===== config.mk =====
export PLATFORM = sky130hd
export DESIGN_NAME = alu_cmd_sequencer
export DESIGN_NICKNAME = d
export VERILOG_FILES = /design/src/rtl/alu_seq_pkg.sv /design/src/rtl/alu_cmd_fifo.sv /design/src/rtl/alu_cmd_sequencer.sv
export SDC_FILE = /design/constraint.sdc
export NUM_CORES = 1
export LEC_CHECK = 0
export CAP_MARGIN = 0
export CORE_MARGIN = 3
export CORE_UTILIZATION = 53
export CTS_CLUSTER_DIAMETER = 150
export DETAILED_ROUTE_END_ITERATION = 6
export GPL_TIMING_DRIVEN = 0
export PLACE_DENSITY = 0.87
export SYNTH_ARGS = -nofsm -noshare
export SYNTH_HDL_FRONTEND = slang
export SYNTH_SLANG_ARGS = --single-unit

===== constraint.sdc =====
create_clock -name clk -period 2.6 [get_ports clk]
set_input_delay 0.78 -clock clk [delete_from_list [all_inputs] [get_ports clk]]
set_output_delay 0.78 -clock clk [all_outputs]
set_load 0.05 [all_outputs]

===== src/rtl/alu_seq_pkg.sv =====
// Shared definitions for the ALU command sequencer: op codes, FSM states
// and the layout of a queued command word.
package alu_seq_pkg;

    localparam logic [1:0] OP_ADD = 2'b00;
    localparam logic [1:0] OP_SUB = 2'b01;
    localparam logic [1:0] OP_MUL = 2'b10;
    localparam logic [1:0] OP_DIV = 2'b11;

    localparam int CMD_W      = 18;
    localparam int CMD_B_LSB  = 0;
    localparam int CMD_A_LSB  = 8;
    localparam int CMD_OP_LSB = 16;

    typedef enum logic [2:0] {
        ST_IDLE,
        ST_ISSUE,
        ST_GUARD,
        ST_WAIT,
        ST_RESP
    } seq_state_t;

    // Command word is {op, A, B}, op in the top bits.
    function automatic logic [CMD_W-1:0] pack_cmd(input logic [1:0] op,
                                                  input logic [7:0] a,
                                                  input logic [7:0] b);
        return {op, a, b};
    endfunction

endpackage


===== src/rtl/alu_cmd_fifo.sv =====
// DEPTH x WIDTH synchronous FIFO with registered occupancy count.
// DEPTH must be a power of two so the pointers wrap naturally.
module alu_cmd_fifo #(
    parameter int DEPTH = 4,
    parameter int WIDTH = 18
) (
    input  logic                       clk,
    input  logic                       reset,
    input  logic                       push,
    input  logic                       pop,
    input  logic [WIDTH-1:0]           wr_data,
    output logic [WIDTH-1:0]           rd_data,
    output logic                       full,
    output logic                       empty,
    output logic [$clog2(DEPTH+1)-1:0] count
);

    localparam int PTR_W = $clog2(DEPTH);
    localparam int CNT_W = $clog2(DEPTH+1);

    logic [WIDTH-1:0] mem [DEPTH];
    logic [PTR_W-1:0] wr_ptr;
    logic [PTR_W-1:0] rd_ptr;
    logic             do_push;
    logic             do_pop;

    assign full    = (count == CNT_W'(DEPTH));
    assign empty   = (count == '0);
    assign do_push = push && !full;
    assign do_pop  = pop && !empty;
    assign rd_data = mem[rd_ptr];

    always_ff @(posedge clk or posedge reset) begin
        if (reset) begin
            wr_ptr <= '0;
            rd_ptr <= '0;
            count  <= '0;
        end else begin
            if (do_push) wr_ptr <= wr_ptr + 1'b1;
            if (do_pop)  rd_ptr <= rd_ptr + 1'b1;
            case ({do_push, do_pop})
                2'b10:   count <= count + 1'b1;
                2'b01:   count <= count - 1'b1;
                default: count <= count;
            endcase
        end
    end

    // Storage needs no reset: a slot is only read after it has been written.
    always_ff @(posedge clk) begin
        if (do_push) mem[wr_ptr] <= wr_data;
    end

endmodule


===== src/rtl/alu_cmd_sequencer.sv =====
// Command front-end for the 8-bit ALU: queues {op,A,B} commands, issues them
// one at a time and returns results (or watchdog timeouts) in order.
module alu_cmd_sequencer
    import alu_seq_pkg::*;
#(
    parameter int DEPTH   = 4,
    parameter int TIMEOUT = 63
) (
    input  logic        clk,
    input  logic        reset,
    input  logic        cmd_valid,
    output logic        cmd_ready,
    input  logic [1:0]  cmd_op,
    input  logic [7:0]  cmd_a,
    input  logic [7:0]  cmd_b,
    output logic        alu_start,
    output logic [1:0]  alu_op_code,
    output logic [7:0]  alu_operand_A,
    output logic [7:0]  alu_operand_B,
    input  logic [15:0] alu_result,
    input  logic        alu_done,
    output logic        rsp_valid,
    input  logic        rsp_ready,
    output logic [1:0]  rsp_op,
    output logic [15:0] rsp_result,
    output logic        rsp_timeout,
    output logic        busy
);

    localparam int CNT_W = $clog2(DEPTH+1);
    localparam int WD_W  = $clog2(TIMEOUT+1);
    localparam logic [WD_W-1:0] WD_LAST = WD_W'(TIMEOUT-1);

    seq_state_t        state;
    seq_state_t        next_state;
    logic [CMD_W-1:0]  head;
    logic              fifo_full;
    logic              fifo_empty;
    logic [CNT_W-1:0]  fifo_count;
    logic              pop;
    logic              capture;
    logic              expire;
    logic [WD_W-1:0]   wd_cnt;

    assign cmd_ready = !fifo_full;
    assign busy      = (state != ST_IDLE) || (fifo_count != '0);

    alu_cmd_fifo #(
        .DEPTH (DEPTH),
        .WIDTH (CMD_W)
    ) u_fifo (
        .clk     (clk),
        .reset   (reset),
        .push    (cmd_valid && cmd_ready),
        .pop     (pop),
        .wr_data (pack_cmd(cmd_op, cmd_a, cmd_b)),
        .rd_data (head),
        .full    (fifo_full),
        .empty   (fifo_empty),
        .count   (fifo_count)
    );

    always_ff @(posedge clk or posedge reset) begin
        if (reset) state <= ST_IDLE;
        else       state <= next_state;
    end

    // GUARD exists only to swallow a done pulse still asserted from the previous op.
    always_comb begin
        next_state = state;
        pop        = 1'b0;
        capture    = 1'b0;
        expire     = 1'b0;
        alu_start  = 1'b0;
        rsp_valid  = 1'b0;
        case (state)
            ST_IDLE: begin
                if (!fifo_empty) begin
                    pop        = 1'b1;
                    next_state = ST_ISSUE;
                end
            end
            ST_ISSUE: begin
                alu_start  = 1'b1;
                next_state = ST_GUARD;
            end
            ST_GUARD: next_state = ST_WAIT;
            ST_WAIT: begin
                if (alu_done) begin
                    capture    = 1'b1;
                    next_state = ST_RESP;
                end else if (wd_cnt == WD_LAST) begin
                    expire     = 1'b1;
                    next_state = ST_RESP;
                end
            end
            ST_RESP: begin
                rsp_valid = 1'b1;
                if (rsp_ready) next_state = ST_IDLE;
            end
            default: next_state = ST_IDLE;
        endcase
    end

    // Operands load only on a pop, so they stay put from ISSUE through RESP.
    always_ff @(posedge clk or posedge reset) begin
        if (reset) begin
            alu_op_code   <= OP_ADD;
            alu_operand_A <= '0;
            alu_operand_B <= '0;
            wd_cnt        <= '0;
            rsp_op        <= OP_ADD;
            rsp_result    <= '0;
            rsp_timeout   <= 1'b0;
        end else begin
            if (pop) begin
                alu_op_code   <= head[CMD_OP_LSB +: 2];
                alu_operand_A <= head[CMD_A_LSB +: 8];
                alu_operand_B <= head[CMD_B_LSB +: 8];
            end
            if (state == ST_GUARD)
                wd_cnt <= '0;
            else if (state == ST_WAIT && !capture && !expire)
                wd_cnt <= wd_cnt + 1'b1;
            if (capture) begin
                rsp_result  <= alu_result;
                rsp_op      <= alu_op_code;
                rsp_timeout <= 1'b0;
            end else if (expire) begin
                rsp_result  <= 16'h0000;
                rsp_op      <= alu_op_code;
                rsp_timeout <= 1'b1;
            end
        end
    end

endmodule


==> results by group, run 1 <==
Placement
  – Area after DPL: 0.00593 mm2
  – DP HPWL: 6010 um
  – PortBufs: 79
  – Inst Count DP: 463
  – GPL Wtd Cong: 0.817

Hold path
  – Hold_sp: rsp_result[11]
  – Hold path depth: 1
  – Hold path endpoint: rsp_result[11]
  – HP Class: reg -> reg

Power and ir drop
  – LEAKAGE: 2.57 nW
  – Worst-case vdd ir drop: 0.927 mV
  – PwrDens: 1390 mW/mm2

Clock tree
  – Clock Sinks: 125
  – CTS tree: built
  – CTS Hold Bufs: 0
  – Worst-Skew Late Latency: 510 ps
  – CTS Buf Count: 17
  – Clock transition at path regs: 60 ps
  – H-tree levels: 4
  – Clock Path Buffers: 2
  – Clk root buf: clkbuf_8

Routing
  – Mean number of vias per cell: 5.74
  – DRC: 0
  – Post-DRT Antenna Nets: 0
  – Final WL: 10100 um
  – Wire per inst: 20.3 um
  – 1st-pass router iterations: 4
  – Routed vias: 2839
  – Initial DRC Count: 104

Timing
  – Crit path time final: 2530 ps
  – Achievable clock frequency: 396 MHz
  – Crit share post-route: 0.972
  – Slew headroom: 0.329
  – Worst-Margin Slew: 1010 ps
  – Hold Slack: 498 ps
  – RSZ-0062 raised after global routing: false
  – Setup-failing EPs final: 0
  – Layout Skew: 15.3 ps
  – Max Slew Vio Count: 0
  – Final hold vios: 0

Synthesis
  – Post-Syn Nets: 322
  – Unique masters post-synth: 48
  – Seq cells post-synth: 125
  – Yosys warns: 0
  – Post-synth EDFFs: 72
  – Synth async-reset ratio: 0.424
  – Post-Synthesis Cells: 275
  – Seq/Total Area, Yosys: 0.700
  – Mapped cell area: 0.00498 mm2
  – Main synth FF type: edfxtp_1
  – Syn Area/Cell: 18.1 um2

Layout
  – Area Overhead vs Synth: 30.8%
  – Ant. Diodes: 0
  – Fill cells: 533
  – Finished Cell Area: 0.00652 mm2
  – Fin cells: 495
  – Most common cell after layout, fill and taps aside: clkdlybuf4s50_1
  – Most frequent cells in the layout: clkdlybuf4s50_1, edfxtp_1, dfrtp_1, mux2_2, mux4_2
  – # nets final: 421
  – Final core utilization: 0.729
  – Layout cell share with drive strength beyond 1: 0.253

Floorplanning
  – # IOs: 80
  – Die area: 0.0106 mm2
  – Row cnt: 34
  – Chip width: 103 um
  – Initial Util: 0.558
  – Core area: 0.00893 mm2
  – Die H: 103 um

Worst setup path
  – CP startpoint kind: flip-flop
  – Critical path, cell by cell: clkdlybuf4s50_1
  – CP Capture Type: primary output
  – WS Path Type: reg -> out
  – Buffers and inverters on the worst path: 1
  – Slowest cell on crit path: clkdlybuf4s50_1
  – Crit-path max FO: 2
  – Max incr delay on CP: 830 ps
  – Crit path DAT: 1750 ps
  – R2R Setup Slk: 300 ps
  – Worst r2r src: state[1]
  – Worst r2r dst: u_fifo.count[2]
  – Worst EP required: 1820 ps
  – R2r worst-path depth: 11
  – Cell family contributing the most delay on the critical path: buffers and inverters

GRT
  – Number of global-route vias before repair: 3134
  – Global route total overflow: 0
  – Global-route wire length before repair: 15800 um
  – Largest net degree at the start of global routing: 34
  – Initial antenna violation count: 0
  – GR Util All Layers: 0.204

Run
  – Max Cap Viol: 0

Run status
  – Status: finished clean
sequential cells by signal, indices dropped and copies added (netlist names):
register,flops
alu_op_code,2
alu_operand_A,8
alu_operand_B,8
rsp_op,2
rsp_result,16
rsp_timeout,1
state,3
u_fifo.count,3
u_fifo.mem,72
u_fifo.rd_ptr,2
u_fifo.wr_ptr,2
wd_cnt,6
per-layer routing:
metal  track usage  part of all wire  wire length (um)  vias to the layer above
met4        0.0876            0.0071                72                        0
li1              -                 -                 -                     1260
met2         0.348              0.52              5210                      100
met5             0                 0                 0                        -
met3        0.0521             0.061               614                        7
met1         0.247              0.41              4180                     1472
synthesized netlist by cell type (2+ instances only):
library cell  instances  area (um2)
ha_1                  7        87.6
edfxtp_1             72        2160
a22o_1               16         140
nand2b_1              2        12.5
a211oi_1              2        15.0
xnor2_1               4        35.0
dfrtp_1              53        1330
and3_1                4        25.0
inv_1                13        48.8
o211a_1               2        20.0
buf_4                 3        22.5
mux4_2               18         405
nor2_1                2        7.51
o21ai_0               2        10.0
clkbuf_8              2        27.5
xor2_1                2        17.5
and4b_1               2        20.0
mux2i_1               4        40.0
a21oi_1               3        15.0
buf_2                 7        35.0
mux2_2               21         236
nand2_1               8        30.0
power by group:
part	switching [W]	internal (W)
logic	0.00215	0.00148
clock network	0.000939	0.00141
registers	0.000305	0.00275
total	0.00339	0.00563
stage by stage:
| stage | power (W) | TNS [ps] | worst slack, ps |
|---|---|---|---|
| 3_5_place_dp | 0.00669 | -58.9 | -58.9 |
| 6_report | 0.00903 | 0 | 73.1 |
| 3_3_place_gp | 0.00656 | -26500 | -503 |
| 2_1_floorplan | 0.00557 | 0 | 201 |
| 5_1_grt | 0.00943 | 0 | 10.9 |
| 4_1_cts | 0.00912 | 0 | 57.7 |
area by class of cell:
class	instances	area [um2]	share of cell area
Tap cell	108	135	0.0207
Clock buffer	18	418	0.0641
Clock inverter	14	173	0.0265
Sequential cell	125	3490	0.535
Buffer	14	100	0.0154
Multi-Input combinational cell	123	1340	0.206
Timing Repair Buffer	80	810	0.124
Inverter	13	48.8	0.00749
what timing repair did:
| item | in CTS | in global routing |
|---|---|---|
| buffers inserted | 0 | 0 |
| setup endpoints to repair | 4 | 0 |
| gates resized for setup | 15 | 0 |
worst max-delay path by stage:
stage	from	end	slack (ps)	cells after the start
after floorplan	state[1]	alu_start	200	2
after global placement	reset	alu_operand_A[6]	-500	2
after detailed placement	cmd_valid	u_fifo.count[2]	-60	9
after CTS	u_fifo.count[2]	busy	60	3
after global routing	state[1]	rsp_valid	10	5
final	alu_operand_B[6]	alu_operand_B[6]	70	1
cell families after synthesis:
logic type / Yosys count / synth area share
xor gates and xnor gates: 6 / 0.0106
and+or+nand+nor: 35 / 0.0500
buffers and inverters: 27 / 0.0299
AOI/OAI and AO/OA: 31 / 0.0507
muxes: 43 / 0.137
adders and majority gates: 8 / 0.0216
DFF: 125 / 0.700
Note: power is estimated with default switching activity, not from simulation.
==> run 2: changes to the inputs <==
--- a/config.mk
+++ b/config.mk
@@ -5,6 +5,7 @@
 export SDC_FILE = /design/constraint.sdc
 export NUM_CORES = 1
 export LEC_CHECK = 0
+export ABC_CLOCK_PERIOD_IN_PS = 2600
 export CAP_MARGIN = 0
 export CORE_MARGIN = 3
 export CORE_UTILIZATION = 53
==> results of run 2 <==
Final layout, timing and power as in run 1 (identical DEF).
==> run 3: changes to the inputs <==
--- a/config.mk
+++ b/config.mk
@@ -13,6 +13,7 @@
 export DETAILED_ROUTE_END_ITERATION = 6
 export GPL_TIMING_DRIVEN = 0
 export PLACE_DENSITY = 0.87
+export SLEW_MARGIN = 20
 export SYNTH_ARGS = -nofsm -noshare
 export SYNTH_HDL_FRONTEND = slang
 export SYNTH_SLANG_ARGS = --single-unit
==> results by group, run 3 (same netlist as run 1, synthesis figures left out) <==
Run status
  – Status: finished clean

Routing
  – Routed vias: 2796 (-1.5%)
  – Wire per inst: 19.7 um (-3.0%)
  – Post-DRT Antenna Nets: 0 (unchanged)
  – DRC: 0 (unchanged)
  – Final WL: 9750 um (-3.2%)
  – Mean number of vias per cell: 5.66 (-1.3%)
  – Initial DRC Count: 146 (+40%)
  – 1st-pass router iterations: 4 (unchanged)

Clock tree
  – Clk root buf: clkbuf_8
  – CTS tree: built
  – H-tree levels: 4 (unchanged)
  – Worst-Skew Late Latency: 530 ps (+20 ps)
  – Clock Sinks: 125 (unchanged)
  – CTS Buf Count: 17 (unchanged)
  – Setup Fix Bufs, Post-CTS: 0 (unchanged)
  – Clock Path Buffers: 2 (unchanged)
  – Clock transition at path regs: 60 ps (about the same)

Power and ir drop
  – PwrDens: 1390 mW/mm2 (+0.13%)
  – LEAKAGE: 2.57 nW (-0.25%)
  – Worst-case vdd ir drop: 0.763 mV (-18%)
  – Pint: 0.00564 W (about the same)
  – Clock power share: 0.261 (about the same)
  – Logic pwr share: 0.400 (about the same)
  – Net Sw Frac: 0.375 (-0.000568)
  – Net switching power: 0.00339 W (-0.18%)
  – Flop pwr share: 0.339 (about the same)

Placement
  – GPL Wtd Cong: 0.817 (unchanged)
  – DP HPWL: 5960 um (-0.78%)
  – PortBufs: 79 (unchanged)
  – Area after DPL: 0.00591 mm2 (-0.30%)
  – Inst Count DP: 462 (-0.22%)

GRT
  – Largest net degree at the start of global routing: 54 (+59%)
  – Global-route wire length before repair: 15700 um (-0.92%)
  – Number of global-route vias before repair: 3018 (-3.7%)
  – Initial antenna violation count: 0 (unchanged)
  – Global route total overflow: 0 (unchanged)
  – GR Util All Layers: 0.203 (-0.00111)

Layout
  – Multi-input gate area: 0.00135 mm2 (+0.37%)
  – Ant. Diodes: 0 (unchanged)
  – Final core utilization: 0.728 (-0.00112)
  – Area Overhead vs Synth: 30.6%
  – Layout cell share with drive strength beyond 1: 0.254 (+0.000656)
  – Most common cell after layout, fill and taps aside: clkdlybuf4s50_1
  – Fin cells: 494 (-0.20%)
  – Finished Cell Area: 0.00651 mm2 (-0.15%)
  – Fill cells: 541 (+1.5%)
  – Register Area: 0.00349 mm2 (unchanged)
  – # nets final: 420 (-0.24%)
  – Top Registers: u_fifo.mem x72, rsp_result x16
  – Most frequent cells in the layout: clkdlybuf4s50_1, edfxtp_1, dfrtp_1, mux2_2, mux4_2
  – Max reg flops: 72 (unchanged)
  – Top reg by flops: u_fifo.mem

Worst setup path
  – Max incr delay on CP: 830 ps (about the same)
  – Crit-path max FO: 3 (+1)
  – CP startpoint kind: flip-flop
  – CP Capture Type: primary output
  – Critical path, cell by cell: clkdlybuf4s50_1
  – Slowest cell on crit path: clkdlybuf4s50_1
  – WS Path Type: reg -> out
  – Cell family contributing the most delay on the critical path: buffers and inverters
  – Buffers and inverters on the worst path: 1 (unchanged)
  – Crit path DAT: 1770 ps (+20 ps)
  – Worst EP required: 1820 ps (about the same)

Timing
  – Max Slew Vio Count: 0 (unchanged)
  – Final TNS setup: 0 ps (unchanged)
  – Layout Skew: 14.0 ps (-1.25 ps)
  – Worst-Margin Slew: 1010 ps (+6.03 ps)
  – Final hold vios: 0 (unchanged)
  – Slew headroom: 0.325 (-0.00402)
  – Setup-failing EPs final: 0 (unchanged)
  – Achievable clock frequency: 392 MHz (-0.90%)
  – RSZ-0062 raised after global routing: false
  – Crit path time final: 2550 ps (+23.0 ps)
  – Crit share post-route: 0.981 (+0.00885)

Floorplanning
  – # IOs: 80 (unchanged)
  – Row cnt: 34 (unchanged)
  – Die area: 0.0106 mm2 (unchanged)
  – Core area: 0.00893 mm2 (unchanged)
  – Initial Util: 0.558 (unchanged)
  – Chip width: 103 um (unchanged)
  – Die H: 103 um (unchanged)

Run
  – Max Cap Viol: 0 (unchanged)

Hold path
  – HP Class: reg -> reg
-- run 3: cell type report --
cell class              instances  area share
clock inverters                14      0.0269
multi-input cells             123       0.207
clock buffers                  18      0.0642
well taps                     108      0.0208
flip-flops and latches        125       0.536
inverters                      13     0.00788
repair buffers                 79       0.121
plain buffers                  14      0.0154
-- run 3: worst paths after layout --
kind,slack (ps),depth (start not counted),to,from
worst max-delay path,50,1,alu_op_code[0],alu_op_code[0]
worst min-delay path,500,1,rsp_result[11],rsp_result[11]
worst max register to register,270,11,u_fifo.count[2],state[1]
worst min register to register,500,1,rsp_result[11],rsp_result[11]
max in group asynchronous,1430,2,rsp_op[0],reset
min in group asynchronous,720,2,alu_operand_B[7],reset
-- run 3: metal layers --
metal  track usage  share of wire  up-vias
met5             0              0        -
met4        0.0827         0.0083        0
met3        0.0622          0.066        8
met2         0.344           0.51       97
met1         0.243           0.41     1433
li1              -              -     1258
-- run 3: what timing repair did --
| action | CTS | global route |
|---|---|---|
| setup endpoints to repair | 4 | 1 |
| pin swaps | 0 | 0 |
| hold buffers | 0 | 0 |
| resized for setup | 15 | 1 |
-- run 3: through the flow --
stage | hold WS [ps] | total power [W] | setup WS [ps]
after floorplan | 449 | 0.00557 | 201
after global placement | 471 | 0.00656 | -503
after detailed placement | 485 | 0.00669 | -57.9
after CTS | 504 | 0.00912 | 18.2
after global routing | 508 | 0.00945 | 16.2
final | 498 | 0.00902 | 50.1
-- run 3: power groups by stage --
stage	registers (W)	clock network [W]	logic (W)
2_1_floorplan	0.00399	0	0.00158
3_3_place_gp	0.00303	0	0.00353
3_5_place_dp	0.00307	0	0.00362
4_1_cts	0.00306	0.00240	0.00366
5_1_grt	0.00311	0.00248	0.00385
6_report	0.00306	0.00236	0.00361
